## src/rtl/exec_pkg.sv

```systemverilog
// exec_pkg: micro-op encodings, condition codes and flag bit positions for the execute result stage
package exec_pkg;
    typedef enum logic [4:0] {
        UOP_NOP = 5'b00000,
        UOP_CMP = 5'b00101
    } uop_e;
    typedef enum logic [3:0] {
        COND_EQ, COND_NE, COND_CS, COND_CC, COND_MI, COND_PL, COND_VS, COND_VC,
        COND_HI, COND_LS, COND_GE, COND_LT, COND_GT, COND_LE, COND_AL, COND_NV
    } cond_e;
    localparam int FLAG_Z = 0;
    localparam int FLAG_C = 1;
    localparam int FLAG_N = 2;
    localparam int FLAG_V = 3;
endpackage

```

## src/rtl/exec_result_stage_if.sv

```systemverilog
// exec_result_stage_if: ALU-result input handshake and register-file writeback handshake
interface exec_result_stage_if;
    logic        in_valid;
    logic        in_ready;
    logic [31:0] in_result;
    logic [3:0]  in_flags;
    logic [4:0]  in_uop;
    logic [3:0]  in_rd;
    logic        in_setflags;
    logic [3:0]  in_cond;
    logic        wb_valid;
    logic        wb_ready;
    logic [31:0] wb_data;
    logic [3:0]  wb_rd;
    modport master (
        output in_valid, in_result, in_flags, in_uop, in_rd, in_setflags, in_cond, wb_ready,
        input  in_ready, wb_valid, wb_data, wb_rd
    );
    modport slave (
        input  in_valid, in_result, in_flags, in_uop, in_rd, in_setflags, in_cond, wb_ready,
        output in_ready, wb_valid, wb_data, wb_rd
    );
endinterface

```

## src/rtl/exec_result_stage_cond_eval.sv

```systemverilog
// cond_eval: combinational ARM condition-code check against NZCV flags
module cond_eval
    import exec_pkg::*;
(
    input  logic [3:0] cond,
    input  logic [3:0] flags,
    output logic       pass
);
    logic z, c, n, v;
    assign z = flags[FLAG_Z];
    assign c = flags[FLAG_C];
    assign n = flags[FLAG_N];
    assign v = flags[FLAG_V];
    always_comb begin
        pass = 1'b0;
        case (cond_e'(cond))
            COND_EQ: pass = z;
            COND_NE: pass = !z;
            COND_CS: pass = c;
            COND_CC: pass = !c;
            COND_MI: pass = n;
            COND_PL: pass = !n;
            COND_VS: pass = v;
            COND_VC: pass = !v;
            COND_HI: pass = c && !z;
            COND_LS: pass = !c || z;
            COND_GE: pass = n == v;
            COND_LT: pass = n != v;
            COND_GT: pass = !z && (n == v);
            COND_LE: pass = z || (n != v);
            COND_AL: pass = 1'b1;
            default: pass = 1'b0;
        endcase
    end
endmodule

```

## src/rtl/exec_result_stage.sv

```systemverilog
// exec_result_stage: conditional retire, NZCV commit and writeback FIFO after the ALU
module exec_result_stage
    import exec_pkg::*;
#(
    parameter int DEPTH = 2,
    parameter int CNT_W = 16
) (
    input  logic                 clk,
    input  logic                 rst,
    exec_result_stage_if.slave   bus,
    output logic [3:0]           flags_q,
    output logic [CNT_W-1:0]     retired_cnt,
    output logic [CNT_W-1:0]     squashed_cnt
);
    localparam int AW = $clog2(DEPTH);
    logic [31:0]   data_mem [DEPTH];
    logic [3:0]    rd_mem [DEPTH];
    logic [AW-1:0] wp, rp;
    logic [AW:0]   count;
    logic          pass, is_cmp, accept, push, pop;
    cond_eval u_cond (
        .cond  (bus.in_cond),
        .flags (flags_q),
        .pass  (pass)
    );
    assign is_cmp       = bus.in_uop == UOP_CMP;
    assign bus.in_ready = !rst && count < (AW+1)'(DEPTH);
    assign accept       = bus.in_valid && bus.in_ready;
    assign push         = accept && pass && !is_cmp && bus.in_uop != UOP_NOP;
    assign pop          = bus.wb_valid && bus.wb_ready;
    assign bus.wb_valid = count != '0;
    assign bus.wb_data  = data_mem[rp];
    assign bus.wb_rd    = rd_mem[rp];
    always_ff @(posedge clk) begin
        if (push) begin
            data_mem[wp] <= bus.in_result;
            rd_mem[wp]   <= bus.in_rd;
        end
    end
    always_ff @(posedge clk) begin
        if (rst) begin
            wp           <= '0;
            rp           <= '0;
            count        <= '0;
            flags_q      <= '0;
            retired_cnt  <= '0;
            squashed_cnt <= '0;
        end else begin
            if (push) wp <= wp + AW'(1);
            if (pop) rp <= rp + AW'(1);
            count <= count + (AW+1)'(push) - (AW+1)'(pop);
            if (accept && pass) retired_cnt <= retired_cnt + CNT_W'(1);
            if (accept && !pass) squashed_cnt <= squashed_cnt + CNT_W'(1);
            if (accept && pass && (bus.in_setflags || is_cmp)) flags_q <= bus.in_flags;
        end
    end
endmodule

```

## src/flat_wrapper.sv

```systemverilog
// flat-port wrapper written by rule: the top's interface ports become plain ports
module exec_result_stage_flat import exec_pkg::*;
#(
    parameter int DEPTH = 2,
    parameter int CNT_W = 16
)
  (clk, rst, flags_q, retired_cnt, squashed_cnt, bus_in_valid, bus_in_result, bus_in_flags, bus_in_uop, bus_in_rd, bus_in_setflags, bus_in_cond, bus_wb_ready, bus_in_ready, bus_wb_valid, bus_wb_data, bus_wb_rd);
  exec_result_stage_if bus_i ();
  input  logic clk;
  input  logic rst;
  output logic [3:0] flags_q;
  output logic [CNT_W-1:0] retired_cnt;
  output logic [CNT_W-1:0] squashed_cnt;
  input wire logic [$bits(bus_i.in_valid)-1:0] bus_in_valid;
  input wire logic [$bits(bus_i.in_result)-1:0] bus_in_result;
  input wire logic [$bits(bus_i.in_flags)-1:0] bus_in_flags;
  input wire logic [$bits(bus_i.in_uop)-1:0] bus_in_uop;
  input wire logic [$bits(bus_i.in_rd)-1:0] bus_in_rd;
  input wire logic [$bits(bus_i.in_setflags)-1:0] bus_in_setflags;
  input wire logic [$bits(bus_i.in_cond)-1:0] bus_in_cond;
  input wire logic [$bits(bus_i.wb_ready)-1:0] bus_wb_ready;
  output wire logic [$bits(bus_i.in_ready)-1:0] bus_in_ready;
  output wire logic [$bits(bus_i.wb_valid)-1:0] bus_wb_valid;
  output wire logic [$bits(bus_i.wb_data)-1:0] bus_wb_data;
  output wire logic [$bits(bus_i.wb_rd)-1:0] bus_wb_rd;
  assign bus_i.in_valid = bus_in_valid;
  assign bus_i.in_result = bus_in_result;
  assign bus_i.in_flags = bus_in_flags;
  assign bus_i.in_uop = bus_in_uop;
  assign bus_i.in_rd = bus_in_rd;
  assign bus_i.in_setflags = bus_in_setflags;
  assign bus_i.in_cond = bus_in_cond;
  assign bus_i.wb_ready = bus_wb_ready;
  assign bus_in_ready = bus_i.in_ready;
  assign bus_wb_valid = bus_i.wb_valid;
  assign bus_wb_data = bus_i.wb_data;
  assign bus_wb_rd = bus_i.wb_rd;
  exec_result_stage #(.DEPTH(DEPTH), .CNT_W(CNT_W)) u_core (.clk(clk), .rst(rst), .bus(bus_i), .flags_q(flags_q), .retired_cnt(retired_cnt), .squashed_cnt(squashed_cnt));
endmodule
```

## config.mk

```make
export PLATFORM = sky130hd
export DESIGN_NAME = exec_result_stage_flat
export DESIGN_NICKNAME = d
export VERILOG_FILES = /design/src/rtl/exec_pkg.sv /design/src/rtl/exec_result_stage_if.sv /design/src/rtl/exec_result_stage_cond_eval.sv /design/src/rtl/exec_result_stage.sv /design/src/flat_wrapper.sv
export SDC_FILE = /design/constraint.sdc
export NUM_CORES = 1
export LEC_CHECK = 0
export BUFFER_PORTS_ARGS = -buffer_cell sky130_fd_sc_hd__buf_4
export CAP_MARGIN = 20
export CORE_AREA = 10 10 105 107
export CTS_BUF_LIST = sky130_fd_sc_hd__clkbuf_4
export DETAILED_ROUTE_END_ITERATION = 8
export DIE_AREA = 0 0 115 117
export GPL_ROUTABILITY_DRIVEN = 0
export PLACE_DENSITY = 0.82
export RECOVER_POWER = 100
export SLEW_MARGIN = 20
export SYNTH_ARGS = -nofsm -noshare
export SYNTH_HDL_FRONTEND = slang
export SYNTH_SLANG_ARGS = --single-unit
```

## constraint.sdc

```tcl
create_clock -name clk -period 10.7 [get_ports clk]
set_input_delay 0.535 -clock clk [delete_from_list [all_inputs] [get_ports clk]]
set_output_delay 0.535 -clock clk [all_outputs]
set_load 0.01 [all_outputs]
```

# After elaboration in Yosys (flattened, before gate mapping)
# Memory sizes are Yosys's and may differ from the RTL's. A register that Yosys moved wholly into a read port is not among the register bits.
# Cells that the tools add are included.
[word_totals]
wordCells = 62
mem_count = 2
ram_bits = 72
reg_bits = 40
output_inout_bits = 74
input_bits = 54
[memory_table]
columns = ["name", "depth", "width", "rd", "rd_clocked_by_memory_dff", "wr", "line_no", "text"]
rows = [
  ["u_core.data_mem", 2, 32, 1, 1, 1, "exec_result_stage.sv:16", "logic [31:0] data_mem [DEPTH];"],
  ["u_core.rd_mem", 2, 4, 1, 1, 1, "exec_result_stage.sv:17", "logic [3:0] rd_mem [DEPTH];"],
]
[classes]
n_reduce_logical = 23
eq_ne = 17
muxes = 7
n_addsub = 6
magnitude_cmp = 1
[ops]
columns = ["op", "n"]
rows = [
  ["adder 16 x 1 -> 16 bit (second input constant)", 2],
  ["equality test 4 bit (second input constant)", 7],
  ["equality test 4 x 3 -> 1 bit (second input constant)", 4],
  ["one-hot mux 1 bit (15 select lines)", 1],
  ["logical AND 1 bit", 10],
  ["equality test 4 x 2 -> 1 bit (second input constant)", 2],
  ["zero test 1 bit", 7],
  ["two-way mux 1 bit", 6],
  ["equality test 5 x 3 -> 1 bit (second input constant)", 1],
  ["nonzero test 5 bit", 1],
  ["equality test 4 x 1 -> 1 bit (second input constant)", 1],
  ["zero test 4 bit", 1],
  ["logical OR 1 bit", 3],
  ["adder 1 bit (second input constant)", 2],
  ["adder 2 x 1 -> 2 bit", 1],
  ["less-than comparator 2 bit (second input constant)", 1],
  ["nonzero test 2 bit", 1],
  ["subtractor 2 x 1 -> 2 bit", 1],
  ["equality test 1 bit", 1],
  ["inequality test 1 bit", 1],
]

# Logic depth before layout (Yosys ltp)
[logic_depth]
ltp_word = 8
depth_mapped = 12
depth_no_buf = 9

# By module
# A second synthesis with hierarchy kept.
[hier_totals]
hier_cells = 353
area_unflattened_um2 = 4698.3
[by_module_without_submodules]
columns = ["module", "cells_per_inst", "area_each_um2", "seq_area_each_um2", "n_inst"]
rows = [
  ["exec_result_stage", 325, 4504.3, 2982.9, 1],
  ["cond_eval", 28, 193.9, 0.0, 1],
]

# Worst setup path before layout
# No wires, ideal clock.
[synth_timing]
path_type = "input to register"
start = "in bus_in_cond[1]"
end = "mem u_core.data_mem[0][0] (enable)"
arrival_ns = 4.320
path_stages = 8
t_required_ns = 10.224
slack_ns = 5.905
setup_ns = 0.476
n_path_buf = 3
cell_sequence = "buf_6 nor4b_4 nor3_1 a221o_1 and4_1 buf_6 buf_6 nor3_1"
[synth_via]
elab_chain_len = 7
elab_cells_between_ends = 21
classes_between = "14 x eq/ne; 3 x mux; 4 x reduce/logical"
[synth_lines]
columns = ["item", "line_no", "text"]
rows = [
  ["start: declaration", "flat_wrapper.sv:20", "input wire logic [$bits(bus_i.in_cond)-1:0] bus_in_cond;"],
  ["equality test 4 bit, or another cell as far along", "exec_result_stage_cond_eval.sv:16", "case (cond_e'(cond))"],
  ["one-hot mux 1 bit (15 select lines) *", "exec_result_stage_cond_eval.sv:16", ""],
  ["logical AND 1 bit * (3 in series)", "exec_result_stage.sv:29", "assign push = accept && pass && !is_cmp && bus.in_uop != UOP_NOP;"],
  ["two-way mux 1 bit *", "exec_result_stage.sv:35", "if (push) begin"],
  ["two-way mux 1 bit (not written as such) *", "exec_result_stage.sv:36", "data_mem[wp] <= bus.in_result;"],
  ["end: declaration", "exec_result_stage.sv:16", ""],
]
# Every way passes the cells marked *; elsewhere a longest branch is shown, timed or not.

# Final worst setup path
[layout_timing]
start = "reg u_core.flags_q[3]"
end = "mem u_core.data_mem[1][15] (enable)"
[layout_via]
elab_chain_len = 8
elab_cells_between_ends = 11
classes_between = "2 x eq/ne; 3 x mux; 6 x reduce/logical"
[layout_lines]
columns = ["item", "line_no", "text"]
rows = [
  ["start: declaration", "exec_result_stage.sv:11", "output logic [3:0] flags_q,"],
  ["start signal: assignment", "exec_result_stage.sv:54", "if (accept && pass && (bus.in_setflags || is_cmp)) flags_q <= bus.in_flags;"],
  ["inequality test 1 bit / equality test 1 bit (equally long branches)", "-", ""],
  ["logical OR 1 bit / logical AND 1 bit (equally long branches)", "exec_result_stage_cond_eval.sv:30, exec_result_stage_cond_eval.sv:29", ""],
  ["one-hot mux 1 bit (15 select lines) *", "exec_result_stage_cond_eval.sv:16", ""],
  ["logical AND 1 bit * (3 in series)", "exec_result_stage.sv:29", ""],
  ["two-way mux 1 bit *", "exec_result_stage.sv:35", ""],
  ["two-way mux 1 bit (not written as such) *", "exec_result_stage.sv:36", ""],
]
# Marked as above.

==> impl_metrics.json <==
{
  "outcome": "complete, but fails checks",
  "violations": "max-capacitance violations, max-slew violations",
  "htreeDepth": 4,
  "tightestPinTransition_ns": 2.32,
  "critPathKind": "flop to flop",
  "rsz0062_at_grt": "false",
  "clk_pin_slew_ns": 0.11,
  "ys_top_cells_by_count": "edfxtp_1, dfxtp_1, mux2_2",
  "pin_count": 128,
  "drt_first_pass_iters": 4,
  "grtUsageTotal": 0.160,
  "die_w_um": 115,
  "synth.largest_area_cell": "edfxtp_1",
  "hold_end": "u_core.data_mem[1][6]",
  "post-route-cell-area_um2": 5860,
  "synth_nets": 438,
  "synth_top_area_frac": 0.446,
  "area_growth_pct": 21.0,
  "timing.critical_path.arrival_ns": 4.27,
  "reg2reg_slack_ns": 6.51,
  "holdCritPathClass": "primary input to flop",
  "start_util": 0.537,
  "worstHoldStart": "bus_in_result[6]",
  "worstRegToRegCells": 6,
  "drv_cap": 3,
  "yosys_most_used_dff": "edfxtp_1",
  "setup_viol": 0,
  "synth_edf_count": 72,
  "clock_skew_ns": 0.0201,
  "p_leak_nw": 1.95,
  "via_count": 3554,
  "grt_antenna_before_repair": 1,
  "min_period_over_period": 0.392,
  "drt-initial-drc-count": 239,
  "drive_gt1_frac": 0.209,
  "required_ns": 10.78,
  "async_flop_share": 0,
  "finalHoldViolCount": 0,
  "fp-row-count": 35,
  "cp_max_fo": 37,
  "relSlewSlack": -0.547,
  "synth.yosys.warnings": 0,
  "synthTopCellsByArea": "edfxtp_1, dfxtp_1, mux2_2, o31ai_1, or4_1",
  "tns_ns": 0,
  "cts_made_buffers": 17,
  "synth_area_um2": 4850,
  "drc_errors": 0,
  "power_density_nw_per_um2": 179,
  "fmax_ghz": 0.239,
  "cts_tree": "built",
  "ant_nets": 0,
  "grt_pass1_wl_um": 17200,
  "syn_area_per_cell_um2": 12.8,
  "dieArea_um2": 13500,
  "ys_seq_area_frac": 0.615,
  "design.core.area_um2": 9020,
  "clk_latency_ns": 0.51,
  "post_cts_resized": 0,
  "num-nets-final": 562,
  "grt_overflow": 0,
  "wl_per_cell_um": 17.7,
  "via_per_inst": 5.65,
  "numPortBuffers": 127,
  "reg2reg_from": "u_core.flags_q[3]",
  "wl_um": 11100,
  "hold_path_depth": 1,
  "grt_max_degree": 38,
  "dpl.hpwl_um": 7900,
  "ir_drop_mv": 0.0767,
  "synth-seq-cells": 113,
  "place_area_um2": 5830,
  "r2r-end": "u_core.data_mem[1][15]",
  "dieHeight_um": 117,
  "clock-sinks": 113,
  "cts_hold_buf": 0,
  "syn_inst": 380,
  "end_kind": "flop",
  "start_kind": "flop",
  "finalMaxSlewViolations": 112,
  "postCtsSetupBuffers": 0,
  "clockBufferDepth": 2,
  "grt_pass1_vias": 3505,
  "finalCriticalPeriod_ns": 4.19,
  "cts_root_buffer": "clkbuf_4",
  "yosysMostFrequentCell": "edfxtp_1",
  "ys_types": 48
}
## power breakdown
group / switching [W] / internal (W)
sequential: 0.00000789 / 0.000485
clock: 0.000170 / 0.000212
combinational: 0.0000983 / 0.0000747
## critical path, stage by stage (launching register included)
cell     delay [ns]
dfxtp_1        0.50
and3b_1        0.22
o21ai_0        0.09
a221o_1        0.34
and4_1         0.55
nor2_1         0.31
and2_0         1.74
## registers in the layout (all words and copies together) (netlist names), named ones only
register and flops:
u_core.count 2, u_core.rp 1, u_core.squashed_cnt 16, u_core.flags_q 4, u_core.retired_cnt 16, u_core.data_mem 64, u_core.rd_mem 8, u_core.wp 1
## worst max-delay path by stage
stage	from	to	slack, ns
after CTS	u_core.flags_q[3]	u_core.rd_mem[1][2]	7.51
final	u_core.flags_q[3]	u_core.data_mem[1][15]	6.51
after detailed placement	bus_in_cond[1]	u_core.data_mem[1][21]	7.25
after floorplan	bus_in_cond[1]	u_core.data_mem[0][0]	5.90
after global placement	bus_in_cond[1]	u_core.data_mem[1][17]	7.31
after global routing	u_core.flags_q[3]	u_core.rd_mem[1][2]	6.13
## layout by cell type (no fill, tap or decap), types with 3 or more instances in the layout
master / instances
mux2i_1: 3
and4_1: 5
o311ai_0: 4
dfxtp_1: 41
ha_1: 4
buf_4: 22
bufinv_16: 5
clkbuf_4: 37
nand4_1: 5
and2_0: 3
clkinvlp_4: 3
xnor2_1: 3
nor3_1: 3
inv_1: 8
nand3_1: 18
mux2_1: 4
o31ai_1: 22
clkbuf_1: 88
edfxtp_1: 72
xor2_1: 4
and3_1: 6
a21oi_1: 29
mux2_2: 32
o21ai_0: 11
o41ai_1: 4
nand2_1: 14
nor2_1: 10
inv_6: 4
or4_1: 21
and2_1: 3
## area by class of cell
| cell class | count | area (µm²) |
|---|---|---|
| diodes | 1 | 2.50 |
| clock buffers | 17 | 128 |
| clock inverters | 15 | 229 |
| fillers | 759 | 3160 |
| inverters | 8 | 30.0 |
| multi-input cells | 234 | 1710 |
| flip-flops and latches | 113 | 2980 |
| well taps | 111 | 139 |
| repair buffers | 130 | 646 |
## per-stage QoR
step	hold WS [ns]	std cells	utilization	total power (W)	setup slack, ns
after floorplan	0.441	380	-	0.000618	5.90
after global placement	0.463	595	0.647	0.000698	7.31
after detailed placement	0.474	595	0.647	0.000703	7.25
after CTS	0.168	627	0.686	0.00108	7.51
after global routing	0.181	629	0.650	0.00110	6.13
final	0.233	629	0.650	0.00105	6.51
## kinds of logic after synthesis
kind of cell | share of synthesized area
flops | 0.615
simple gates | 0.134
compound gates | 0.105
mux | 0.0898
buf+inv | 0.0325
xor+xnor | 0.0126
fa+ha+maj | 0.0103
## layer usage
| layer | wire length (µm) | global-route usage | vias to the layer above |
|---|---|---|---|
| met3 | 655 | 0.0515 | 15 |
| met5 | 0 | 0 | - |
| met4 | 167 | 0.0767 | 0 |
| li1 | - | - | 1745 |
| met2 | 5330 | 0.256 | 121 |
| met1 | 4950 | 0.191 | 1673 |
(Power assumes the default switching activity.)
